--- src/rtl/alu_pkg.sv ---
`default_nettype none
// ============================================================================
//  Module      : alu_pkg
//  Description : Shared definitions for the sequential ALU. Holds the opcode
//                encodings (also imported by the decode stage), the control
//                FSM state type and a helper that classifies rotate opcodes.
//  Ports       : none (package)
//  Revision    : 1.0  initial release
// ============================================================================
package alu_pkg;

   localparam logic [4:0] OP_ADD  = 5'b10000;
   localparam logic [4:0] OP_NOR  = 5'b10011;
   localparam logic [4:0] OP_NORI = 5'b00111;
   localparam logic [4:0] OP_NOT  = 5'b00010;
   localparam logic [4:0] OP_BLEU = 5'b01000;
   localparam logic [4:0] OP_ROLV = 5'b00000;
   localparam logic [4:0] OP_RORV = 5'b00001;

   typedef enum logic [1:0] {
      ST_IDLE = 2'd0,
      ST_ROT  = 2'd1,
      ST_DONE = 2'd2
   } state_t;

   // True for the two variable-rotate opcodes, which may need the
   // iterative path depending on the rotate amount.
   function automatic logic is_rot(input logic [4:0] sel);
      return (sel == OP_ROLV) || (sel == OP_RORV);
   endfunction

endpackage : alu_pkg
`default_nettype wire

--- src/rtl/alu_seq_comb.sv ---
`default_nettype none
// ============================================================================
//  Module      : alu_seq_comb
//  Description : Purely combinational single-cycle datapath of the sequential
//                ALU. Produces the result of every non-iterative operation.
//                Rotate opcodes return I1 unchanged here: that is the correct
//                answer for a rotate by zero, and non-zero rotates are handled
//                by the iterative path in the top level.
//  Ports       : I1, I2    - WIDTH-bit operands
//                Selector  - 5-bit opcode
//                res       - WIDTH-bit result
//                cout      - carry out of add, 0 otherwise
//                bad_op    - Selector is not a defined opcode
//  Revision    : 1.0  initial release
// ============================================================================
module alu_seq_comb
   import alu_pkg::*;
#(
   parameter int WIDTH = 32
) (
   input  logic [WIDTH-1:0] I1,
   input  logic [WIDTH-1:0] I2,
   input  logic [4:0]       Selector,
   output logic [WIDTH-1:0] res,
   output logic             cout,
   output logic             bad_op
);

   logic [WIDTH:0] sum;

   // One extra bit captures the carry out of the addition.
   assign sum = {1'b0, I1} + {1'b0, I2};

   always_comb begin
      res    = '0;
      cout   = 1'b0;
      bad_op = 1'b0;
      case (Selector)
         OP_ADD: begin
            res  = sum[WIDTH-1:0];
            cout = sum[WIDTH];
         end
         OP_NOR,
         OP_NORI: res = ~(I1 | I2);
         OP_NOT:  res = ~I1;
         OP_BLEU: res = {{(WIDTH-1){1'b0}}, (I1 <= I2)};
         OP_ROLV,
         OP_RORV: res = I1;
         default: bad_op = 1'b1;
      endcase
   end

endmodule : alu_seq_comb
`default_nettype wire

--- src/rtl/alu_seq.sv ---
`default_nettype none
// ============================================================================
//  Module      : alu_seq
//  Description : Handshaked sequential ALU. Single-cycle operations register
//                their result at the accepting edge; variable rotates iterate
//                one bit position per cycle through an accumulator. Results
//                are held on O until the consumer takes them.
//  Ports       : clk        - rising-edge clock
//                reset      - synchronous, active-high
//                in_valid   - operation offered
//                in_ready   - block can accept this cycle
//                I1, I2     - operands (I2 low SHW bits = rotate amount)
//                Selector   - opcode
//                out_valid  - result held on O
//                out_ready  - consumer takes result
//                O          - result
//                cout       - carry out of add, 0 for other ops
//                bad_op     - Selector was not a defined opcode
//  Revision    : 1.0  initial release
// ============================================================================
module alu_seq
   import alu_pkg::*;
#(
   parameter int WIDTH = 32,
   parameter int SHW   = $clog2(WIDTH)
) (
   input  logic             clk,
   input  logic             reset,
   input  logic             in_valid,
   output logic             in_ready,
   input  logic [WIDTH-1:0] I1,
   input  logic [WIDTH-1:0] I2,
   input  logic [4:0]       Selector,
   output logic             out_valid,
   input  logic             out_ready,
   output logic [WIDTH-1:0] O,
   output logic             cout,
   output logic             bad_op
);

   localparam logic [SHW-1:0] CNT_ONE = SHW'(1);

   state_t           state;
   state_t           state_nxt;

   logic [WIDTH-1:0] comb_res;
   logic             comb_cout;
   logic             comb_bad;

   logic [WIDTH-1:0] acc;
   logic [WIDTH-1:0] acc_step;
   logic [SHW-1:0]   cnt;
   logic             dir_right;

   logic [WIDTH-1:0] result;
   logic             carry;
   logic             bad;

   logic             accept;
   logic [SHW-1:0]   amount;
   logic             start_rot;

   // ------------------------------------------------------------------------
   // Single-cycle datapath
   // ------------------------------------------------------------------------
   alu_seq_comb #(
      .WIDTH    (WIDTH)
   ) u_comb (
      .I1       (I1),
      .I2       (I2),
      .Selector (Selector),
      .res      (comb_res),
      .cout     (comb_cout),
      .bad_op   (comb_bad)
   );

   // ------------------------------------------------------------------------
   // Accept decode
   // ------------------------------------------------------------------------
   assign accept = in_valid & in_ready;

   // Rotate amounts are taken modulo WIDTH; upper bits of I2 are ignored.
   assign amount = I2[SHW-1:0];

   // A rotate by zero is just "return I1", so only non-zero rotates go
   // through the iterative path.
   assign start_rot = is_rot(Selector) && (amount != '0);

   // One-position rotate of the accumulator in the latched direction.
   always_comb begin
      if (dir_right) begin
         acc_step = {acc[0], acc[WIDTH-1:1]};
      end else begin
         acc_step = {acc[WIDTH-2:0], acc[WIDTH-1]};
      end
   end

   // ------------------------------------------------------------------------
   // FSM: state register
   // ------------------------------------------------------------------------
   always_ff @(posedge clk) begin
      if (reset) begin
         state <= ST_IDLE;
      end else begin
         state <= state_nxt;
      end
   end

   // ------------------------------------------------------------------------
   // FSM: next-state logic
   // ------------------------------------------------------------------------
   always_comb begin
      state_nxt = state;
      case (state)
         ST_IDLE: begin
            if (accept) begin
               state_nxt = start_rot ? ST_ROT : ST_DONE;
            end
         end
         ST_ROT: begin
            // The rotate performed while cnt == 1 is the last one.
            if (cnt == CNT_ONE) begin
               state_nxt = ST_DONE;
            end
         end
         ST_DONE: begin
            // A simultaneous retire + accept behaves as an accept from IDLE.
            if (accept) begin
               state_nxt = start_rot ? ST_ROT : ST_DONE;
            end else if (out_ready) begin
               state_nxt = ST_IDLE;
            end
         end
         default: state_nxt = ST_IDLE;
      endcase
   end

   // ------------------------------------------------------------------------
   // FSM: outputs. out_ready -> in_ready in DONE is the only combinational
   // path through the block; it lets results stream at one per cycle.
   // ------------------------------------------------------------------------
   always_comb begin
      in_ready  = 1'b0;
      out_valid = 1'b0;
      case (state)
         ST_IDLE: in_ready = 1'b1;
         ST_ROT:  in_ready = 1'b0;
         ST_DONE: begin
            in_ready  = out_ready;
            out_valid = 1'b1;
         end
         default: begin
            in_ready  = 1'b0;
            out_valid = 1'b0;
         end
      endcase
   end

   // ------------------------------------------------------------------------
   // Datapath registers. Operands are only sampled at accept; the result
   // registers change only when a new result is complete, so O never shows a
   // partial rotate.
   // ------------------------------------------------------------------------
   always_ff @(posedge clk) begin
      if (reset) begin
         acc       <= '0;
         cnt       <= '0;
         dir_right <= 1'b0;
         result    <= '0;
         carry     <= 1'b0;
         bad       <= 1'b0;
      end else if (accept) begin
         if (start_rot) begin
            acc       <= I1;
            cnt       <= amount;
            dir_right <= (Selector == OP_RORV);
         end else begin
            result <= comb_res;
            carry  <= comb_cout;
            bad    <= comb_bad;
         end
      end else if (state == ST_ROT) begin
         acc <= acc_step;
         cnt <= cnt - CNT_ONE;
         if (cnt == CNT_ONE) begin
            result <= acc_step;
            carry  <= 1'b0;
            bad    <= 1'b0;
         end
      end
   end

   assign O      = result;
   assign cout   = carry;
   assign bad_op = bad;

endmodule : alu_seq
`default_nettype wire

--- config.mk ---
export PLATFORM = sky130hd
export DESIGN_NAME = alu_seq
export DESIGN_NICKNAME = d
export VERILOG_FILES = /design/src/rtl/alu_pkg.sv /design/src/rtl/alu_seq_comb.sv /design/src/rtl/alu_seq.sv
export SDC_FILE = /design/constraint.sdc
export NUM_CORES = 1
export LEC_CHECK = 0
export ABC_AREA = 1
export BUFFER_PORTS_ARGS = -buffer_cell sky130_fd_sc_hd__buf_4
export CORE_ASPECT_RATIO = 0.5
export CORE_MARGIN = 10
export CORE_UTILIZATION = 48
export CTS_CLUSTER_DIAMETER = 150
export DETAILED_ROUTE_END_ITERATION = 6
export PLACE_DENSITY_LB_ADDON = 0.15
export RECOVER_POWER = 100
export SETUP_SLACK_MARGIN = 0.2
export SLEW_MARGIN = 30
export SYNTH_ARGS = -nofsm -noshare
export SYNTH_HDL_FRONTEND = slang
export SYNTH_SLANG_ARGS = --single-unit
export TNS_END_PERCENT = 50
--- constraint.sdc ---
create_clock -name clk -period 2.55 [get_ports clk]
set_input_delay 0.1275 -clock clk [delete_from_list [all_inputs] [get_ports clk]]
set_output_delay 0.1275 -clock clk [all_outputs]
set_load 0.01 [all_outputs]
* After elaboration in Yosys (flattened, before gate mapping) *
Cells that the tools add are included.

word-level totals
  bits in registers = 74
  output and inout bits = 36
  input port bits = 73

cells by class
  mux-type cells = 28
  add/subtract/negate cells = 2
  reduce and logical (&&, ||, !) cells = 14
  equality and inequality tests = 14
  $lt $le $gt $ge = 1
  bitwise gates (word level) = 4

operator list
  kind                                               number
  2-to-1 mux 32 bit                                  8
  one-hot mux 32 bit (5 select lines)                1
  NOT 32 bit                                         2
  adder 32 x 32 -> 33 bit                            1
  <= comparator 32 bit                               1
  OR 32 bit                                          1
  2-to-1 mux 5 bit                                   3
  == test 5 x 1 -> 1 bit (second input constant)     2
  == test 5 bit (second input constant)              2
  2-to-1 mux 2 bit                                   5
  2-to-1 mux 1 bit                                   9
  OR reduction 7 bit                                 1
  != test 2 bit (second input constant)              3
  one-hot mux 2 bit (3 select lines)                 1
  AND reduction 3 bit                                2
  == test 5 x 2 -> 1 bit (second input constant)     1
  == test 5 x 3 -> 1 bit (second input constant)     1
  == test 5 x 4 -> 1 bit (second input constant)     1
  zero test 5 bit                                    1
  nonzero test 5 bit                                 1
  subtractor 5 x 1 -> 5 bit (second input constant)  1
  AND reduction 2 bit                                2
  nonzero test 2 bit                                 2
  OR reduction 2 bit                                 2
  9 further kinds                                    9

* Depth between registers and ports, before layout *
Gate-level depths: netlist of the first run.

  depth in word-level cells = 6
  gate-level depth with buffers = 17
  gate-level depth less buffers = 17

* Cells and area by module *
Synthesis of the first run repeated with hierarchy kept, for this count alone.

second synthesis, totals
  cell total of the unflattened synthesis = 1605
  area total of the unflattened synthesis = 9082.5 sq um

modules (own cells, without submodules)
  module        area each (sq um)  cells each  instances
  alu_seq_comb  4545.6             859         1
  alu_seq       4536.9             746         1

* Least setup slack after synthesis of the first run *
OpenSTA, ideal clock, no wires.

  kind = input to register
  from = input I1[0]
  to = register result[16] (netlist: O[16])
  stages = 13
  arrival = 1.578 ns
  path slack = 0.903 ns
  buffers on the path = 0
  path through = ha_1 -> fa_1 -> nand2_1 -> nand3_1 -> nand3_1 -> nand2_2 -> nand2_1 -> nand3_1 -> a21oi_1 -> o21ai_1 -> nand2_1 -> nand2_1 -> a21oi_1

between the ends
  cells in the longest elaborated chain, start to end = 4

ends and longest elaborated chain
  item                                 RTL line            text
  start: declaration                   alu_seq.sv:31       input logic [WIDTH-1:0] I1,
  adder 32 x 32 -> 33 bit              alu_seq_comb.sv:32  assign sum = {1'b0, I1} + {1'b0, I2};
  one-hot mux 32 bit (5 select lines)  alu_seq_comb.sv:38  case (Selector)
  2-to-1 mux 32 bit                    alu_seq.sv:173      if (start_rot) begin
  2-to-1 mux 32 bit                    alu_seq.sv:172      end else if (accept) begin
  end signal: assignment               alu_seq.sv:178      result <= comb_res;
  end signal: assignment               alu_seq.sv:186      result <= acc_step;
  end: declaration                     alu_seq.sv:55       logic [WIDTH-1:0] result;

No other way between the ends. The select of a mux whose other input is x is not followed.
A chain may end at the register's enable or synchronous reset.

* Final worst setup path of the first run *
  from = register state[1]
  to = register acc[20]

between the ends
  cells in the longest elaborated chain, start to end = 5
  elaborated cells on any way between the ends = 9
  classes of those cells = 3 x eq/ne; 2 x mux; 1 x bitwise; 3 x reduce/logical

ends and longest elaborated chain
  item                                                                           RTL line        text
  start: declaration                                                             alu_seq.sv:43   state_t state;
  start signal: assignment                                                       alu_seq.sv:105  state <= state_nxt;
  == test 2 bit / zero test 2 bit (equally long branches)                        alu_seq.sv:145  case (state)
  one-hot mux 1 bit (2 select lines)                                             alu_seq.sv:145
  AND 1 bit                                                                      alu_seq.sv:80   assign accept = in_valid & in_ready;
  != test 2 x 1 -> 1 bit (no line) / nonzero test 2 bit (equally long branches)  --
  AND reduction 2 bit (no line)                                                  --
  end signal: assignment                                                         alu_seq.sv:183  acc <= acc_step;
  end: declaration                                                               alu_seq.sv:50   logic [WIDTH-1:0] acc;

Several ways; a longest one is shown, not always the timed one.

==> results of run 1 <==
## metal layers
layer  GRT usage  routed length (um)  vias up
li1            -                   -     4430
met1       0.422               16100     4300
met2       0.364               12400      447
met3       0.110                4330       14
met4      0.0336                 183        0
met5           0                   0        -
## cell usage in the layout, fill, tap and decap left out, types with 3 or more instances in the layout
cell       Yosys  layout
o2111ai_1      5       5
inv_1        194     194
nand3_2        6       6
a221oi_1      27      27
buf_12         0       4
ha_1          98      98
or2_2          5       5
a21oi_1      102     103
nand3_1       55      55
a21oi_2        5       4
mux2_2        23      21
buf_4          9      84
dfxtp_1       74      74
inv_2          6       6
o21ai_0       97     100
nand2_1      345     346
nand2_2        9       8
nand2_4        4       4
nand4_1       11      11
clkbuf_1      20      41
o21bai_1       8       8
nor2_1        83      84
a31oi_1       35      35
o21ai_1       15      13
clkbuf_16      0       9
bufinv_16      0       3
nor3_1        14      14
## layout make-up
| class | instances | share of cell area |
|---|---|---|
| Timing Repair Buffer | 131 | 0.0945 |
| Tap cell | 227 | 0.0305 |
| Clock inverter | 6 | 0.0123 |
| Clock buffer | 10 | 0.0246 |
| Multi-Input combinational cell | 971 | 0.598 |
| Sequential cell | 74 | 0.159 |
| Inverter | 201 | 0.0812 |
## cell families after synthesis
logic type	count (synthesis)	synth area share
and+or+nand+nor	544	0.285
AOI/OAI and AO/OA	301	0.215
buffers and inverters	253	0.127
adders and majority gates	99	0.154
DFF	74	0.183
muxes	23	0.0320
xor gates and xnor gates	4	0.00433
## state kept, by name, indices dropped and copies added, names as in the netlist
register,cells
cout,1
dir_right,1
cnt,5
bad_op,1
state,2
acc,32
O,32
## power by group
group	total [mW]	leakage [nW]	internal [mW]	switching (mW)
Sequential	1.27	0.605	1.22	0.0444
Combinational	1.36	3.94	0.441	0.922
Clock	1.49	0.163	0.960	0.530
Total	4.12	4.71	2.62	1.50
## path summary, 6_finish.rpt
kind | endpoint | from | slack, ns | cells after the start
worst max-delay path | acc[20] | state[1] | 0.28 | 9
worst min-delay path | state[1] | out_ready | 0.1 | 4
worst max register to register | acc[20] | state[1] | 0.28 | 9
worst min register to register | acc[2] | acc[2] | 0.47 | 2
## worst max-delay path, stage by stage (launching register included)
cell      delay (ns)
dfxtp_1         0.31
inv_1           0.07
nor2_1          0.08
nor2_4          0.12
nand2_4         0.08
inv_4           0.06
clkbuf_2        0.75
buf_4           0.43
nand2_1         0.10
a31oi_1         0.18
## per-stage QoR
stage	setup slack (ns)	hold slack, ns	utilization
2_1_floorplan	0.903	0.190	-
3_3_place_gp	0.246	0.340	0.555
3_5_place_dp	0.240	0.348	0.555
4_1_cts	0.526	0.0684	0.576
5_1_grt	0.140	0.118	0.566
6_report	0.278	0.0979	0.566
## what timing repair did
item                                   in CTS  in global routing
setup endpoints to repair                   0                  0
endpoints found under the hold margin       1                  0
hold buffers                                1                  0
==> reports/qor.yml, run 1 <==
pwr:
  power_mw: 4.12
  p_leak_nw: 4.71
  power.density_nw_per_um2: 442
  ir_drop_mv: 0.342
sta:
  finClkSkew_ns: 0.0104
  finalSetupTns_ns: 0
  finalSetupViolations: 0
  rsz0062_at_grt: "no"
  fmax_ghz: 0.440
  slew_headroom: 0.332
  period_minus_slack_ns: 2.27
  worstMarginPinSlew_ns: 1.00
  finalMaxSlewViolations: 0
  period_share: 0.891
  finalHoldViolCount: 0
synth:
  synth_common_cells: "345 x nand2_1, 194 x inv_1, 102 x a21oi_1, 98 x ha_1, 97 x o21ai_0"
  synth_top_area_frac: 0.183
  netlist_instances: 1298
  ys_warn_count: 0
  netlist_area_um2: 8100
  synth_top_area_cell: "dfxtp_1"
  synth_edf_count: 0
  async_flop_share: 0
  synth_cell_types: 45
  avgSynthCellArea_um2: 6.24
  synth-seq-cells: 74
  synth.area.top_cells: "dfxtp_1 18%, nand2_1 16%, ha_1 15%"
  synthFlopType: "dfxtp_1"
  seq_area_frac_synth: 0.183
  yosysMostFrequentCell: "nand2_1"
  synth_nets: 1470
global_routing:
  grt_pass1_vias: 8446
  globalRouteOverflowTotal: 0
  grt_usage: 0.280
  grt_pass1_wl_um: 50200
  grt_max_degree: 47
  antenna_found_initial: 0
cells_and_area:
  fin_nets: 1560
  drive_gt1_frac: 0.118
  fillers: 1720
  multiInputGateArea_um2: 5580
  insertedDiodeCount: 0
  regArea_um2: 1480
  syn_to_final_growth_pct: 15.2
  fin_area_um2: 9320
  layoutNonFillerInstCount: 1620
route:
  routed_wl_um: 33000
  vias: 9191
  avgViaCountPerCell: 5.67
  drt_iter0_drc: 978
  wl_per_cell_um: 20.4
  drt_drc_violations_left: 4
  ant_nets: 0
  drtPass1Iterations: 7
clock_tree:
  cts_tree: "done"
  clk_latency_ns: 0.34
  clock_path_buffers: 2
  clk_pin_slew_ns: 0.06
  cts_resized: 0
  cts_made_buffers: 9
  postCtsSetupBuffers: 0
  cts-root-buf: "clkbuf_16"
  ctsHtreeMaxLevel: 3
  clock-sinks: 74
worst_setup_path:
  crit_type: "flop to flop"
  endpoint_kind: "flop"
  critPathMaxFanout: 41
  cp-start-kind: "flop"
  required_ns: 2.81
  crit_arrival_ns: 2.53
floorplanning:
  rows: 33
  core-area_um2: 16500
  chipHeight_um: 112
  die_area_um2: 22800
  start_util: 0.491
  die_w_um: 204
  ioPinCount: 109
placement:
  placed_cell_area_um2: 9140
  numPortBuffers: 108
  gp_congestion: 1.02
  place_hpwl_um: 26900
  dpl.cell_count: 1603
run:
  cap_viol_max_count: 0
status:
  violations: "design-rule violations"
  status: "complete, but fails checks"
hold_path:
  hp-class: "primary input to flop"
(Power assumes the default switching activity.)
==> run 2: changes to the inputs <==
--- a/config.mk
+++ b/config.mk
@@ -9,7 +9,7 @@
 export BUFFER_PORTS_ARGS = -buffer_cell sky130_fd_sc_hd__buf_4
 export CORE_ASPECT_RATIO = 0.5
 export CORE_MARGIN = 10
-export CORE_UTILIZATION = 48
+export CORE_UTILIZATION = 30
 export CTS_CLUSTER_DIAMETER = 150
 export DETAILED_ROUTE_END_ITERATION = 6
 export PLACE_DENSITY_LB_ADDON = 0.15
==> run 2 against run 1 <==
The flow now finishes without violations. Hold slack lost 0.0070 ns. Sequential share of layout area shrank 0.26 points. Combinational power is essentially flat. Core utilization shrank 21 points. Via count shrank 3.3%. Critical path type is now primary input to flop.
==> reports/qor.yml, run 2 (synthesis gave the netlist of run 1 again) <==
status:
  status: "finished clean"
sta:
  layout_setup_ws_ns: 0.361
  finalSetupViolations: 0
  finalMaxSlewViolations: 0
  whs_ns: 0.0910
  worstMarginPinSlew_ns: 0.830
  finalSetupTns_ns: 0
  finalHoldViolCount: 0
  period_minus_slack_ns: 2.19
  slew_headroom: 0.446
  period_share: 0.859
  rsz0062_at_grt: "no"
  finClkSkew_ns: 0.00573
  fmax_ghz: 0.457
worst_setup_path:
  cp_top_family: "compound AO/OA/AOI/OAI gates"
  r2r_cells: 10
  path_cells: "clkbuf_1 -> inv_1 -> ha_1 -> a21oi_1 -> o21bai_1 -> a21oi_1 -> inv_1 -> a21oi_1 -> nand2_1 -> nand2_1 -> nand2_1 -> nand2_1 -> a21oi_2"
  critPathMaxFanout: 7
  cp_common_cell: "nand2_1"
  cp_slowest_cell: "ha_1"
  crit_buf_inv: 3
  cp_num_cells: 13
  reg2reg_to: "O[5]"
  rr_startpoint: "state[1]"
  crit_arrival_ns: 2.42
  required_ns: 2.78
  cpPeakStageDelay_ns: 0.40
  crit_type: "primary input to flop"
  cp-start-kind: "primary input"
  crit_path_end: "cout"
  crit_start: "I1[17]"
  endpoint_kind: "flop"
  ff2ff_setup_slack_ns: 0.43
route:
  drt_drc_violations_left: 0
  drt_iter0_drc: 865
  wl_per_cell_um: 19.5
  avgViaCountPerCell: 5.08
  drtPass1Iterations: 5
  routed_wl_um: 34000
  vias: 8885
  ant_nets: 0
global_routing:
  grt_max_degree: 50
  antenna_found_initial: 0
  globalRouteOverflowTotal: 0
  grt_pass1_wl_um: 51200
  grt_usage: 0.194
  grt_pass1_vias: 8334
clock_tree:
  clock-sinks: 74
  clk_pin_slew_ns: 0.06
  ctsHtreeMaxLevel: 3
  cts_made_buffers: 9
  postCtsSetupBuffers: 0
  cts_tree: "done"
  cts-root-buf: "clkbuf_16"
  clk_latency_ns: 0.35
  clock_path_buffers: 2
  cts_resized: 0
  cts_hold_buf: 1
cells_and_area:
  postLayoutCoreUtil: 0.358
  fin_nets: 1565
  mostFrequentLayoutCells: "346 x nand2_1, 194 x inv_1, 108 x o21ai_0"
  final_common_cell: "nand2_1"
  syn_to_final_growth_pct: 17.1
  fillers: 2980
  drive_gt1_frac: 0.127
  insertedDiodeCount: 0
placement:
  dp_slack_ns: 0.0769
  numPortBuffers: 108
  place_hpwl_um: 27900
  gp_congestion: 0.956
hold_path:
  hp-class: "primary input to flop"
pwr:
  p_leak_nw: 4.72
  clkPwrFrac: 0.335
  ir_drop_mv: 0.291
  power_frac_comb: 0.343
  power_mw: 3.94
  internal_power_mw: 2.47
  power.density_nw_per_um2: 416
  power_frac_seq: 0.322
  swShare: 0.373
  power_switching_mw: 1.47
floorplanning:
  rows: 42
  die_w_um: 252
  start_util: 0.306
  core-area_um2: 26500
  ioPinCount: 109
  die_area_um2: 34400
  chipHeight_um: 136
run:
  cap_viol_max_count: 0
run 2: worst min path at each step:
stage	endpoint	from	depth (start not counted)	slack [ns]
after global routing	state[1]	out_ready	4	0.12
after floorplan	cout	reset	1	0.19
after detailed placement	cout	reset	2	0.35
after global placement	cout	reset	2	0.35
final	state[1]	out_ready	4	0.09
after CTS	state[1]	out_ready	4	0.06
run 2: layout make-up:
class | instances | area, um^2 | area share
clock inverters | 5 | 52.6 | 0.00554
flip-flops and latches | 74 | 1480 | 0.156
inverters | 201 | 757 | 0.0798
repair buffers | 136 | 918 | 0.0969
multi-input cells | 971 | 5580 | 0.588
well taps | 352 | 440 | 0.0465
clock buffers | 11 | 253 | 0.0267
run 2: power by group through the flow:
stage	Combinational (mW)	Sequential [mW]	Clock (mW)
floorplan	0.801	1.30	0
global placement	1.37	1.29	0
detailed placement	1.37	1.29	0
CTS	1.37	1.27	1.34
global route	1.50	1.27	1.39
finish	1.35	1.27	1.32
run 2: stage by stage:
step,cell area (um^2),std cells
final,9480,1750
after global routing,9480,1750
after floorplan,8100,1298
after global placement,9320,1733
after detailed placement,9320,1733
after CTS,9630,1750
run 2: tightest hold or removal path, cell delays in order:
cell and delay (ns):
buf_4 0.08, nor2_1 0.06, nand2_1 0.06, a21oi_1 0.05
run 2: metal layers:
| metal | vias to the layer above | part of all wire | GRT usage |
|---|---|---|---|
| met2 | 276 | 0.39 | 0.262 |
| li1 | 4430 | - | - |
| met4 | 0 | 0.012 | 0.0442 |
| met5 | - | 0 | 0 |
| met3 | 25 | 0.081 | 0.0438 |
| met1 | 4154 | 0.52 | 0.297 |
